===== config.mk =====
export PLATFORM = sky130hd
export DESIGN_NAME = stopwatch_display
export DESIGN_NICKNAME = d
export VERILOG_FILES = /design/src/rtl/stopwatch_pkg.sv /design/src/rtl/bin2bcd_seq.sv /design/src/rtl/stopwatch_display.sv
export SDC_FILE = /design/constraint.sdc
export NUM_CORES = 1
export LEC_CHECK = 0
export BUFFER_PORTS_ARGS = -buffer_cell sky130_fd_sc_hd__buf_2
export CAP_MARGIN = 20
export CORE_MARGIN = 2
export CORE_UTILIZATION = 53
export CTS_BUF_LIST = sky130_fd_sc_hd__clkbuf_4 sky130_fd_sc_hd__clkbuf_8 sky130_fd_sc_hd__clkbuf_16
export CTS_CLUSTER_DIAMETER = 50
export DETAILED_ROUTE_END_ITERATION = 12
export PLACE_DENSITY = 0.76
export SLEW_MARGIN = 20
export SYNTH_ARGS = -nofsm -noshare
export SYNTH_HDL_FRONTEND = slang
export SYNTH_SLANG_ARGS = --single-unit

===== constraint.sdc =====
create_clock -name clk -period 2.1 [get_ports clk]
set_input_delay 0.105 -clock clk [delete_from_list [all_inputs] [get_ports clk]]
set_output_delay 0.105 -clock clk [all_outputs]
set_load 0.01 [all_outputs]

===== src/rtl/stopwatch_pkg.sv =====
`default_nettype none
// ============================================================================
// Module      : stopwatch_pkg
// Description : Shared constants, seven-segment patterns, converter state
//               encoding and the digit decoder for the stopwatch display.
// Revision    : 1.0 - initial release
// ============================================================================
package stopwatch_pkg;

    localparam int NUM_DIGITS = 4;
    localparam int MAX_COUNT  = 9999;
    localparam int BCD_W      = 16;

    // Active-low cathode patterns, bit 0 = segment a ... bit 6 = segment g
    localparam logic [6:0] SEG_0     = 7'h40;
    localparam logic [6:0] SEG_1     = 7'h79;
    localparam logic [6:0] SEG_2     = 7'h24;
    localparam logic [6:0] SEG_3     = 7'h30;
    localparam logic [6:0] SEG_4     = 7'h19;
    localparam logic [6:0] SEG_5     = 7'h12;
    localparam logic [6:0] SEG_6     = 7'h02;
    localparam logic [6:0] SEG_7     = 7'h78;
    localparam logic [6:0] SEG_8     = 7'h00;
    localparam logic [6:0] SEG_9     = 7'h10;
    localparam logic [6:0] SEG_BLANK = 7'h7F;

    typedef enum logic [1:0] {
        LOAD  = 2'd0,
        SHIFT = 2'd1,
        DONE  = 2'd2
    } conv_state_t;

    // Non-decimal nibbles cannot come out of the converter; show them dark
    function automatic logic [6:0] seg_decode(input logic [3:0] digit);
        logic [6:0] pattern;
        case (digit)
            4'd0:    pattern = SEG_0;
            4'd1:    pattern = SEG_1;
            4'd2:    pattern = SEG_2;
            4'd3:    pattern = SEG_3;
            4'd4:    pattern = SEG_4;
            4'd5:    pattern = SEG_5;
            4'd6:    pattern = SEG_6;
            4'd7:    pattern = SEG_7;
            4'd8:    pattern = SEG_8;
            4'd9:    pattern = SEG_9;
            default: pattern = SEG_BLANK;
        endcase
        return pattern;
    endfunction

endpackage
`default_nettype wire


===== src/rtl/bin2bcd_seq.sv =====
`default_nettype none
// ============================================================================
// Module      : bin2bcd_seq
// Description : Free-running sequential double-dabble converter. One 16-cycle
//               pass per result: LOAD (1), SHIFT (14), DONE (1).
// Revision    : 1.0 - initial release
// ============================================================================
module bin2bcd_seq
    import stopwatch_pkg::*;
(
    input  logic             clk,
    input  logic             reset,
    input  logic [13:0]      bin,
    output logic [BCD_W-1:0] bcd,
    output logic             done
);

    localparam logic [13:0] c_max_count = 14'(MAX_COUNT);

    conv_state_t      r_state;
    logic [13:0]      r_bin_sr;
    logic [BCD_W-1:0] r_bcd_sr;
    logic [3:0]       r_shift_cnt;
    logic [13:0]      w_sat;
    logic [BCD_W-1:0] w_bcd_adj;

    // Clamp out-of-range counts so the display never shows garbage
    assign w_sat = (bin > c_max_count) ? c_max_count : bin;

    // Add-3 correction on every nibble that would overflow past 9 when doubled
    generate
        for (genvar i = 0; i < NUM_DIGITS; i++) begin : g_adj
            assign w_bcd_adj[4*i +: 4] = (r_bcd_sr[4*i +: 4] >= 4'd5) ?
                                         (r_bcd_sr[4*i +: 4] + 4'd3) :
                                          r_bcd_sr[4*i +: 4];
        end
    endgenerate

    assign done = (r_state == DONE);

    // Converter FSM: sample, shift 14 times, then commit the result
    always_ff @(posedge clk or posedge reset) begin
        if (reset) begin
            r_state     <= LOAD;
            r_bin_sr    <= '0;
            r_bcd_sr    <= '0;
            r_shift_cnt <= '0;
            bcd         <= '0;
        end else begin
            case (r_state)
                LOAD: begin
                    r_bin_sr    <= w_sat;
                    r_bcd_sr    <= '0;
                    r_shift_cnt <= '0;
                    r_state     <= SHIFT;
                end
                SHIFT: begin
                    {r_bcd_sr, r_bin_sr} <= {w_bcd_adj, r_bin_sr} << 1;
                    r_shift_cnt          <= r_shift_cnt + 4'd1;
                    if (r_shift_cnt == 4'd13) begin
                        r_state <= DONE;
                    end
                end
                DONE: begin
                    bcd     <= r_bcd_sr;
                    r_state <= LOAD;
                end
                default: r_state <= LOAD;
            endcase
        end
    end

endmodule
`default_nettype wire


===== src/rtl/stopwatch_display.sv =====
`default_nettype none
// ============================================================================
// Module      : stopwatch_display
// Description : Converts the stopwatch count to BCD and scans the four digits
//               onto a common-anode seven-segment display with optional
//               decimal point and leading-zero blanking.
// Revision    : 1.0 - initial release
// ============================================================================
module stopwatch_display
    import stopwatch_pkg::*;
#(
    parameter int REFRESH_BITS  = 17,
    parameter int DP_POS        = 2,
    parameter int BLANK_LEADING = 1
) (
    input  logic                  clk,
    input  logic                  reset,
    input  logic [13:0]           value,
    output logic [6:0]            seg,
    output logic                  dp,
    output logic [NUM_DIGITS-1:0] an,
    output logic [BCD_W-1:0]      bcd
);

    // Digits at or right of the decimal point always show, even when zero
    localparam int          c_first_blankable = (DP_POS < NUM_DIGITS) ? DP_POS : 0;
    localparam logic [2:0]  c_dp_sel          = 3'(DP_POS);

    logic [REFRESH_BITS-1:0] r_scan_cnt;
    logic [1:0]              w_sel;
    logic [3:0]              w_nibble;
    logic [BCD_W-1:0]        w_bcd;
    logic [NUM_DIGITS-1:0]   w_blank;
    logic                    w_unused_done;

    bin2bcd_seq u_conv (
        .clk   (clk),
        .reset (reset),
        .bin   (value),
        .bcd   (w_bcd),
        .done  (w_unused_done)
    );

    assign bcd      = w_bcd;
    assign w_sel    = r_scan_cnt[REFRESH_BITS-1 -: 2];
    assign w_nibble = w_bcd[{w_sel, 2'b00} +: 4];

    // A digit goes dark only when it and every digit to its left are zero
    assign w_blank[0] = 1'b0;
    generate
        for (genvar k = 1; k < NUM_DIGITS; k++) begin : g_blank
            assign w_blank[k] = (BLANK_LEADING != 0) && (k > c_first_blankable) &&
                                (w_bcd[BCD_W-1:4*k] == '0);
        end
    endgenerate

    // Scan counter plus registered pin drivers for the selected digit
    always_ff @(posedge clk or posedge reset) begin
        if (reset) begin
            r_scan_cnt <= '0;
            seg        <= SEG_BLANK;
            dp         <= 1'b1;
            an         <= '1;
        end else begin
            r_scan_cnt <= r_scan_cnt + {{(REFRESH_BITS-1){1'b0}}, 1'b1};
            an         <= ~(4'b0001 << w_sel);
            seg        <= w_blank[w_sel] ? SEG_BLANK : seg_decode(w_nibble);
            dp         <= ({1'b0, w_sel} == c_dp_sel) ? 1'b0 : 1'b1;
        end
    end

endmodule
`default_nettype wire


==> summary.md, run 1 <==
| Metric | Value |
|---|---|
| Number of gates resized after cts | 0 |
| Pwr/cell area | 879 nW/um^2 |
| Clock slew at reported path FFs | 0.08 ns |
| Largest cells by area after synthesis | dfrtp_1 (45%), dfstp_2 (7.5%), ha_1 (5.2%), nand2_1 (4.3%), o21ai_0 (4.0%) |
| Post-layout min period | between 1.5 and 2 ns |
| Post-Route WL | roughly 6.7 mm |
| Crit path max fanout | 10 |
| Area share of the largest cell type after synthesis | between 40% and 50% |
| Status | complete, no violations |
| Element type at the critical path end | flop |
| Synthesized area per cell | about 11 sq um |
| Die area | 8010 sq um |
| Sw frac | 28.9% |
| Post-DP HPWL | 4.74 mm |
| Worst Skew | between 0.008 and 0.009 ns |
| Sequential share of power | approximately 49% |
| Largest net degree at the start of global routing | between 80 and 90 |
| Fillers | around 590 |
| Non-Filler Instances | around 500 |
| Total GRT Usage | 18.4% |
| Asr flop ratio synth | between 90% and 100% |
| Ratio of cells with drive above 1 in the final layout | a little under a quarter |
| Max IR drop VDD | a little over 300 uV |
| Vias in the first global route | roughly 2500 |
| Post-route ant nets | 0 |
| Antenna diodes | 0 |
| Setup-failing EPs final | 0 |
| Post-synth EDFFs | 0 |
| Net Sw Power | between 1 and 1.5 mW |
| Startpoint types | flop |
| Hold Vio Cnt, Final | 0 |
| Worst EP arrival | roughly 2.2 ns |
| Seq/Total Area, Yosys | 52.1% |
| Post-synth top area cell | dfrtp_1 |
| Synthesized flop and latch total | 80 |
| Placed cell count | between 400 and 500 |
| Clk pwr share | slightly above 30% |
| RSZ-0062 raised after global routing | false |
| Pre-CTS WS | 0.168 ns |
| Htree depth | 3 |
| Residual DRC | 0 |
| Core area | ~7200 sq um |
| Fmax | between 0.5 and 0.6 GHz |
| Gpl congestion | 0.862 |
| Slew margin rel. | between 50% and 60% |
| Yosys warns | 0 |
| Hold Crit Class | input pin to flop |
| Predominant post-synthesis flop cell | dfrtp_1 |
| Initial Util | a little over half |
| Placement Rows | 31 |
| Synth-to-Final Area Change | 14.2% |
| Distinct cell type count after synthesis | 43 |
| Slew Viols, Final | 0 |
| I/O pin count | between 40 and 50 |
| Total gr overflow | 0 |
| Clock sink count | 80 |
| Routed vias | 2695 |
| Die height | 89.5 um |
| WS Path Type | flop to flop |
| I/O Buffers | between 40 and 50 |
| Design Power | between 3 and 4 mW |
| Cell with the most instances after synthesis | dfrtp_1 |
| WL/cell | 13.0 um |
| Post-route setup TNS | 0 ns |
| Gate Count Post-Synth | 365 |
| PnR worst setup slack | around 0.18 ns |
| Initial antenna violation count | 0 |
| Actual slew at the worst max-slew pin | 0.649 ns |
| Number of DRC markers in iteration 0 | between 100 and 150 |
| Mapped cell area | 3870 sq um |
| Total CTS buffers | 9 |
| Syn_nets | around 400 |
| Comb pwr share | between 20% and 30% |
| Tcrit/Tclk final | roughly nine tenths |
| Maxcap violations | 0 |
| Synth cell count leaders | dfrtp_1 (69), nand2_1 (44), o21ai_0 (31), inv_1 (19), clkbuf_1 (17) |
| Final Util | between 60% and 70% |
| Pint | approximately 2.8 mW |
| Via density | 5.26 |
| Pre-antenna DRT Iters | 4 |
| Root Driver | clkbuf_8 |
| Clock Path Buffers | 2 |
| Worst endpoint required time | 2.38 ns |
| Die Width | approximately 89 um |
| CTS tree | built |
| Leakage power | around 2.1 nW |
| Clk_lat worst skew | 0.35 ns |
| Layout net count | 440 |
| First-pass GRT wire length | about 11 mm |
-- critical path: stages (launching register included) --
cell and delay (ns):
dfrtp_1 0.57, mux4_2 0.63, inv_1 0.16, ha_1 0.26, inv_1 0.06, a21oi_1 0.06
o21ai_1 0.13
-- kinds of logic (layout without fill, tap and decap cells) --
family | count (synthesis) | after routing | synth area share (%)
AOI/OAI and AO/OA | 85 | 85 | 14.0
adders and majority gates | 16 | 16 | 5.17
and+or+nand+nor | 106 | 106 | 13.7
DFF | 80 | 80 | 52.1
xor gates and xnor gates | 20 | 20 | 4.52
muxes | 18 | 18 | 6.24
buffers and inverters | 40 | 88 | 4.39
-- metal layers --
layer  global-route usage, %  vias to the layer above  routed length [um]
li1                        -                     1342                   -
met1                    24.5                     1294                3200
met2                    29.0                       50                3130
met3                    4.34                        9                 240
met4                    7.60                        0                  94
met5                       0                        -                   0
-- repair_timing --
| action | CTS | global route |
|---|---|---|
| hold buffers | 1 | 0 |
| hold endpoints to repair | 69 | 0 |
| buffers inserted | 0 | 0 |
-- layout by cell type (no fill, tap or decap), types with 8 or more instances in the layout --
master    netlist  layout
nand2_1        44      44
dfstp_2        11      11
o31ai_1         8       8
ha_1           16      16
nand3_1        11      11
o21ai_0        31      30
xnor2_1        16      16
nand2b_1       12      12
nor2_1          9       9
dfrtp_1        69      69
buf_4           1       8
buf_2           1      43
mux2_2          9       9
a21oi_1        15      15
clkbuf_8        0      11
inv_1          19      18
-- final timing paths --
check / slack (ns) / start / cells after the start / end
hold / removal: 0.06 / value[8] / 3 / u_conv.r_bin_sr[8]$_DFFE_PP0P_
setup / recovery: 0.18 / r_scan_cnt[15]$_DFF_PP0_ / 6 / seg[3]$_DFF_PP1_
min in group asynchronous: 0.41 / reset / 4 / r_scan_cnt[2]$_DFF_PP0_
hold reg to reg: 0.47 / r_scan_cnt[14]$_DFF_PP0_ / 1 / r_scan_cnt[14]$_DFF_PP0_
max in group asynchronous: 1.35 / reset / 4 / seg[4]$_DFF_PP1_
setup reg to reg: 0.18 / r_scan_cnt[15]$_DFF_PP0_ / 6 / seg[3]$_DFF_PP1_
-- area by class of cell --
class	count	area, sq um	share of cell area [%]
flip-flops and latches	80	2020	45.6
multi-input cells	245	1690	38.1
repair buffers	53	305	6.90
clock buffers	11	151	3.42
well taps	99	124	2.80
inverters	19	75.1	1.70
clock inverters	5	63.8	1.44
-- registers in the layout, indices dropped and copies added, names as in the netlist --
name and cells:
u_conv.r_bin_sr 14, u_conv.bcd 16, u_conv.r_shift_cnt 4, r_scan_cnt 17
u_conv.r_state 2, an 4, u_conv.r_bcd_sr 16, seg 7
-- metrics by stage --
step                area, sq um  hold slack [ns]
detailed placement         4200            0.257
global placement           4200            0.255
finish                     4420           0.0619
floorplan                  3880            0.299
CTS                        4420           0.0482
global route               4420           0.0724
-- power groups by stage --
stage	Sequential [mW]	Clock [mW]	Combinational [mW]
floorplan	2.00	0	0.444
global placement	1.94	0	0.771
detailed placement	1.95	0	0.794
CTS	1.92	1.22	0.798
global route	1.94	1.28	0.892
finish	1.92	1.19	0.787
Note: power is estimated with default switching activity, not from simulation.
==> inputs of run 2 (changes only) <==
--- a/config.mk
+++ b/config.mk
@@ -7,7 +7,7 @@
 export LEC_CHECK = 0
 export BUFFER_PORTS_ARGS = -buffer_cell sky130_fd_sc_hd__buf_2
 export CAP_MARGIN = 20
-export CORE_MARGIN = 2
+export CORE_MARGIN = 1
 export CORE_UTILIZATION = 53
 export CTS_BUF_LIST = sky130_fd_sc_hd__clkbuf_4 sky130_fd_sc_hd__clkbuf_8 sky130_fd_sc_hd__clkbuf_16
 export CTS_CLUSTER_DIAMETER = 50
==> run 2 against run 1 <==
Against the previous run: cell count shrank 0.20%; clock power shrank 5%; total power shrank 1.2%; combinational power grew 0.6%; via count grew 0.41%; non-clock buffer count grew 2.
==> summary.md, run 2 (same netlist as run 1, synthesis figures left out) <==
| Metric | Value |
|---|---|
| Status | complete, no violations |
| Tcrit/Tclk final | between 90% and 100% |
| Layout net count | ~440 |
| Slew Viols, Final | 0 |
| Total GRT Usage | roughly 20% |
| Met3 WL | 226 um |
| CTS tree | built |
| Clock slew at reported path FFs | approximately 0.08 ns |
| Core area | 6940 sq um |
| Post-DP HPWL | approximately 4.9 mm |
| Via density | between 5 and 6 |
| Worst endpoint required time | between 2 and 2.5 ns |
| Maxcap violations | 0 |
| Largest stage delay, worst path | 0.63 ns |
| Buf/Inv on CP | 1 |
| Hold Vio Cnt, Final | 0 |
| R2r endpoint | seg[4]$_DFF_PP1_ |
| R2r setup slk | 0.15 ns |
| Element type at the critical path end | flop |
| Non-Filler Instances | 511 |
| WL/cell | 13.3 um |
| Top reg by flops | r_scan_cnt |
| Delay-heaviest family, CP | multiplexers |
| Clk_lat worst skew | approximately 0.35 ns |
| HP Start | value[11] |
| Post-Route WL | between 6 and 7 mm |
| Clock Path Buffers | 2 |
| Crit path max fanout | 10 |
| Design Power | between 3 and 4 mW |
| Antenna diodes | 0 |
| Pre-antenna DRT Iters | 4 |
| Root Driver | clkbuf_8 |
| Die area | approximately 7700 sq um |
| Most frequent cells in the layout | dfrtp_1 (69), nand2_1 (44), buf_2 (43) |
| Residual DRC | 0 |
| Number of DRC markers in iteration 0 | 96 |
| PnR worst setup slack | 0.149 ns |
| Number of gates resized after cts | 0 |
| Slew margin rel. | a little over three fifths |
| Hold-fix buffers, CTS | 1 |
| Wl on met1 | between 3 and 4 mm |
| Htree depth | 3 |
| Pre-CTS WS | around 0.19 ns |
| Ratio of cells with drive above 1 in the final layout | between 20% and 30% |
| Die Width | ~87 um |
| R2r startpoint | r_scan_cnt[15]$_DFF_PP0_ |
| Largest net degree at the start of global routing | 50 |
| Gpl congestion | roughly 0.84 |
| Fmax | approximately 0.5 GHz |
| Most common cell after layout, fill and taps aside | dfrtp_1 |
| Min-Delay Endpoint | u_conv.r_bin_sr[11]$_DFFE_PP0P_ |
| Biggest regs | r_scan_cnt: 17 flops, u_conv.bcd: 16 flops, u_conv.r_bcd_sr: 16 flops |
| Clock sink count | 80 |
| Total CTS buffers | 9 |
| Leakage power | just over 2 nW |
| WS Path Type | flop to flop |
| Setup-failing EPs final | 0 |
| I/O Buffers | 43 |
| Startpoint types | flop |
| Placed cell count | around 490 |
| Worst Skew | between 0.01 and 0.015 ns |
| Placement Rows | 30 |
| Vias in the first global route | about 2500 |
| Post-route ant nets | 0 |
| Worst-path cell chain | mux4_2 > inv_1 > ha_1 > a21oi_1 > o31a_1 |
| First-pass GRT wire length | 11.5 mm |
| Routed vias | around 2700 |
| Synth-to-Final Area Change | 14.1% |
| RSZ-0062 raised after global routing | false |
| Initial Util | a little under three fifths |
| Crit path max-delay cell type | mux4_2 |
| I/O pin count | 44 |
| Total gr overflow | 0 |
| Routed wl met2 | around 3.2 mm |
| Pwr/cell area | approximately 870 nW/um^2 |
| Worst EP arrival | 2.23 ns |
| Actual slew at the worst max-slew pin | between 0.5 and 0.6 ns |
| Hold Crit Class | input pin to flop |
| Number of cells on the worst hold path | 3 |
| Post-layout min period | 1.95 ns |
| Initial antenna violation count | 0 |
| Max IR drop VDD | 380 uV |
| Post-CTS setup buffers | 0 |
| Die height | 87.5 um |
| R2r worst-path depth | 5 |
| Post-route setup TNS | 0 ns |
| DR top layer | met4 |
| Largest register FFs | 17 |
[run 2: cell types whose count changed in the layout (fill, tap and decap cells not counted), sizes merged]
cell / delta
buf: +2
clkbuf: -1
clkinv: -1
clkinvlp: +1
inv: +1
[run 2: power breakdown]
part	internal [mW]	total (mW)	switching, mW
Clock	0.569	1.13	0.563
Combinational	0.361	0.792	0.431
Sequential	1.78	1.92	0.137
[run 2: layout make-up]
type	count	area (sq um)
Clock buffer	10	131
Clock inverter	6	67.6
Fill cell	578	2530
Inverter	19	75.1
Multi-Input combinational cell	245	1690
Sequential cell	80	2020
Tap cell	96	120
Timing Repair Buffer	55	320
[run 2: worst reg2reg max path: stages (launching register included)]
cell     delay [ns]
dfrtp_1        0.57
mux4_2         0.64
inv_1          0.16
ha_1           0.19
a21oi_1        0.08
o31a_1         0.24
[run 2: per-layer routing]
metal  up-vias  track usage, %
met5         -               0
met4         0            6.41
met3         5            4.36
met2        54            31.3
met1      1299            26.6
li1       1348               -
[run 2: how the worst max path moves through the flow]
stage                                        start               end  slack (ns)  depth (start not counted)
after floorplan           r_scan_cnt[15]$_DFF_PP0_  seg[4]$_DFF_PP1_        0.42                          6
after global placement    r_scan_cnt[15]$_DFF_PP0_  seg[3]$_DFF_PP1_        0.24                          6
after detailed placement  r_scan_cnt[15]$_DFF_PP0_  seg[4]$_DFF_PP1_        0.19                          5
after CTS                 r_scan_cnt[15]$_DFF_PP0_  seg[4]$_DFF_PP1_        0.17                          5
after global routing      r_scan_cnt[15]$_DFF_PP0_  seg[3]$_DFF_PP1_        0.02                          6
final                     r_scan_cnt[15]$_DFF_PP0_  seg[4]$_DFF_PP1_        0.15                          5
[run 2: through the flow]
stage	area, sq um	hold WS (ns)	utilization (%)
after floorplan	3880	0.299	-
after global placement	4210	0.159	60.6
after detailed placement	4210	0.156	60.6
after CTS	4420	0.0571	63.6
after global routing	4420	0.0966	63.6
final	4420	0.0685	63.6
==> inputs of run 3 (changes only) <==
--- a/config.mk
+++ b/config.mk
@@ -7,12 +7,14 @@
 export LEC_CHECK = 0
 export BUFFER_PORTS_ARGS = -buffer_cell sky130_fd_sc_hd__buf_2
 export CAP_MARGIN = 20
+export CELL_PAD_IN_SITES_DETAIL_PLACEMENT = 1
+export CELL_PAD_IN_SITES_GLOBAL_PLACEMENT = 1
 export CORE_MARGIN = 1
-export CORE_UTILIZATION = 53
+export CORE_UTILIZATION = 41
 export CTS_BUF_LIST = sky130_fd_sc_hd__clkbuf_4 sky130_fd_sc_hd__clkbuf_8 sky130_fd_sc_hd__clkbuf_16
 export CTS_CLUSTER_DIAMETER = 50
 export DETAILED_ROUTE_END_ITERATION = 12
-export PLACE_DENSITY = 0.76
+export PLACE_DENSITY = 0.79
 export SLEW_MARGIN = 20
 export SYNTH_ARGS = -nofsm -noshare
 export SYNTH_HDL_FRONTEND = slang
==> run 3 against run 2 <==
Against the previous run: sequential power about the same; first-iteration DRC count increased by 1.0%; largest cell class unchanged; highest routed layer unchanged; clock power decreased by 4%; cell count is 2.5% higher.
==> summary.md, run 3 (same netlist as run 1, synthesis figures left out) <==
| Metric | Value |
|---|---|
| Core area | a little over 9000 sq um |
| Fillers | roughly 1000 |
| First-pass GRT wire length | roughly 14 mm |
| Number of gates resized after cts | 0 |
| Post-DP HPWL | between 5 and 6 mm |
| Crit path max fanout | 10 |
| Root Driver | clkbuf_8 |
| Status | complete, no violations |
| Hold Crit Class | input pin to flop |
| Placed cell area | between 4000 and 5000 sq um |
| Post-route cell area | ~4400 sq um |
| Slew margin rel. | between 60% and 70% |
| CTS tree | built |
| R2r worst-path depth | 6 |
| Number of DRC markers in iteration 0 | slightly below 100 |
| Worst endpoint required time | 2.38 ns |
| Clock slew at reported path FFs | about 0.090 ns |
| Top reg by flops | r_scan_cnt |
| Total GRT Usage | 18.2% |
| Total CTS buffers | 9 |
| Initial antenna violation count | 0 |
| Vias in the first global route | 2940 |
| Via density | about 5.4 |
| Post-layout min period | 1.97 ns |
| R2r setup slk | roughly 0.13 ns |
| Fmax | slightly above 0.5 GHz |
| Pwr/cell area | 870 nW/um^2 |
| Ratio of cells with drive above 1 in the final layout | 23.7% |
| Residual DRC | 0 |
| WS Path Type | flop to flop |
| Post-Route WL | 8.11 mm |
| Leakage power | just over 2 nW |
| RSZ-0062 raised after global routing | false |
| Element type at the critical path end | flop |
| Largest register FFs | 17 |
| Clock sink count | 80 |
| Worst EP arrival | 2.25 ns |
| I/O pin count | 44 |
| Gpl congestion | just under 0.8 |
| I/O Buffers | 43 |
| Maxcap violations | 0 |
| Die area | around 10000 sq um |
| Total gr overflow | 0 |
| Die Width | slightly below 100 um |
| Design Power | around 3.8 mW |
| Crit path capture | seg[3]$_DFF_PP1_ |
| Slew Viols, Final | 0 |
| Non-Filler Instances | 524 |
| Synth-to-Final Area Change | 13.9% |
| Layout net count | 440 |
| Startpoint types | flop |
| Actual slew at the worst max-slew pin | 0.564 ns |
| Worst Skew | roughly 0.012 ns |
| Pre-antenna DRT Iters | 5 |
| Placement Rows | 35 |
| CP startpoint | r_scan_cnt[15]$_DFF_PP0_ |
| Initial Util | between 40% and 50% |
| Max IR drop VDD | ~350 uV |
| WL/cell | 15.5 um |
| Largest net degree at the start of global routing | 81 |
| Clk_lat worst skew | roughly 0.34 ns |
| R2r endpoint | seg[3]$_DFF_PP1_ |
| Most frequent cells in the layout | dfrtp_1 (69), nand2_1 (44), buf_2 (43) |
| Clock Path Buffers | 2 |
| Htree depth | 3 |
| Routed vias | approximately 2800 |
| Antenna diodes | 0 |
| Post-route setup TNS | 0 ns |
| Tcrit/Tclk final | between 90% and 100% |
| Post-route ant nets | 0 |
| Number of cells on the worst hold path | 3 |
| Most common cell after layout, fill and taps aside | dfrtp_1 |
| Die height | around 99 um |
| Placed cell count | just over 500 |
| R2r startpoint | r_scan_cnt[15]$_DFF_PP0_ |
| Hold Vio Cnt, Final | 0 |
| Biggest regs | r_scan_cnt: 17 flops, u_conv.bcd: 16 flops, u_conv.r_bcd_sr: 16 flops |
| Setup-failing EPs final | 0 |
-- run 3: changes by cell type in the layout (fill, tap and decap cells not counted), sizes merged --
cell,previous run,this run
bufinv,1,0
buf,54,52
clkinvlp,3,4
-- run 3: repair_timing --
action | 4_1_cts | 5_1_grt
hold buffers | 1 | 0
endpoints found under the hold margin | 69 | 0
buffers inserted | 0 | 0
-- run 3: power by group --
group,total (mW),internal (mW),switching (mW)
Sequential,1.93,1.78,0.148
Clock,1.09,0.476,0.610
Combinational,0.821,0.362,0.459
-- run 3: metrics by stage --
stage	setup WS [ns]	utilization, %	hold WS [ns]
after floorplan	0.422	-	0.299
after global placement	0.238	45.8	0.258
after detailed placement	0.130	45.8	0.265
after CTS	0.115	48.0	0.0539
after global routing	0.00130	48.0	0.0987
final	0.132	48.0	0.0690
-- run 3: worst min-delay path by stage --
| stage | from | end | slack, ns |
|---|---|---|---|
| after floorplan | value[8] | u_conv.r_bin_sr[8]$_DFFE_PP0P_ | 0.30 |
| after global placement | reset | r_scan_cnt[0]$_DFF_PP0_ | 0.26 |
| after detailed placement | reset | r_scan_cnt[0]$_DFF_PP0_ | 0.26 |
| after CTS | value[12] | u_conv.r_bin_sr[12]$_DFFE_PP0P_ | 0.05 |
| after global routing | value[8] | u_conv.r_bin_sr[8]$_DFFE_PP0P_ | 0.1 |
| final | value[12] | u_conv.r_bin_sr[12]$_DFFE_PP0P_ | 0.07 |
-- run 3: final cells by class --
type | instances | area [sq um] | area share [%]
flip-flops and latches | 80 | 2020 | 45.7
repair buffers | 53 | 305 | 6.92
well taps | 111 | 139 | 3.15
inverters | 19 | 75.1 | 1.70
multi-input cells | 245 | 1690 | 38.2
clock buffers | 10 | 138 | 3.12
clock inverters | 6 | 51.3 | 1.16
-- run 3: routing by layer --
metal / vias up / GRT usage [%] / part of all wire, %
li1: 1342 / - / -
met1: 1420 / 22.8 / 46
met2: 49 / 32.0 / 51
met3: 9 / 3.16 / 2.4
met4: 0 / 6.11 / 0.95
met5: - / 0 / 0
-- run 3: worst max-delay path, cell delays in order, from the launching register on --
cell and delay (ns):
dfrtp_1 0.57, mux4_2 0.63, inv_1 0.15, ha_1 0.27, inv_1 0.06, a21oi_1 0.07
o21ai_1 0.15
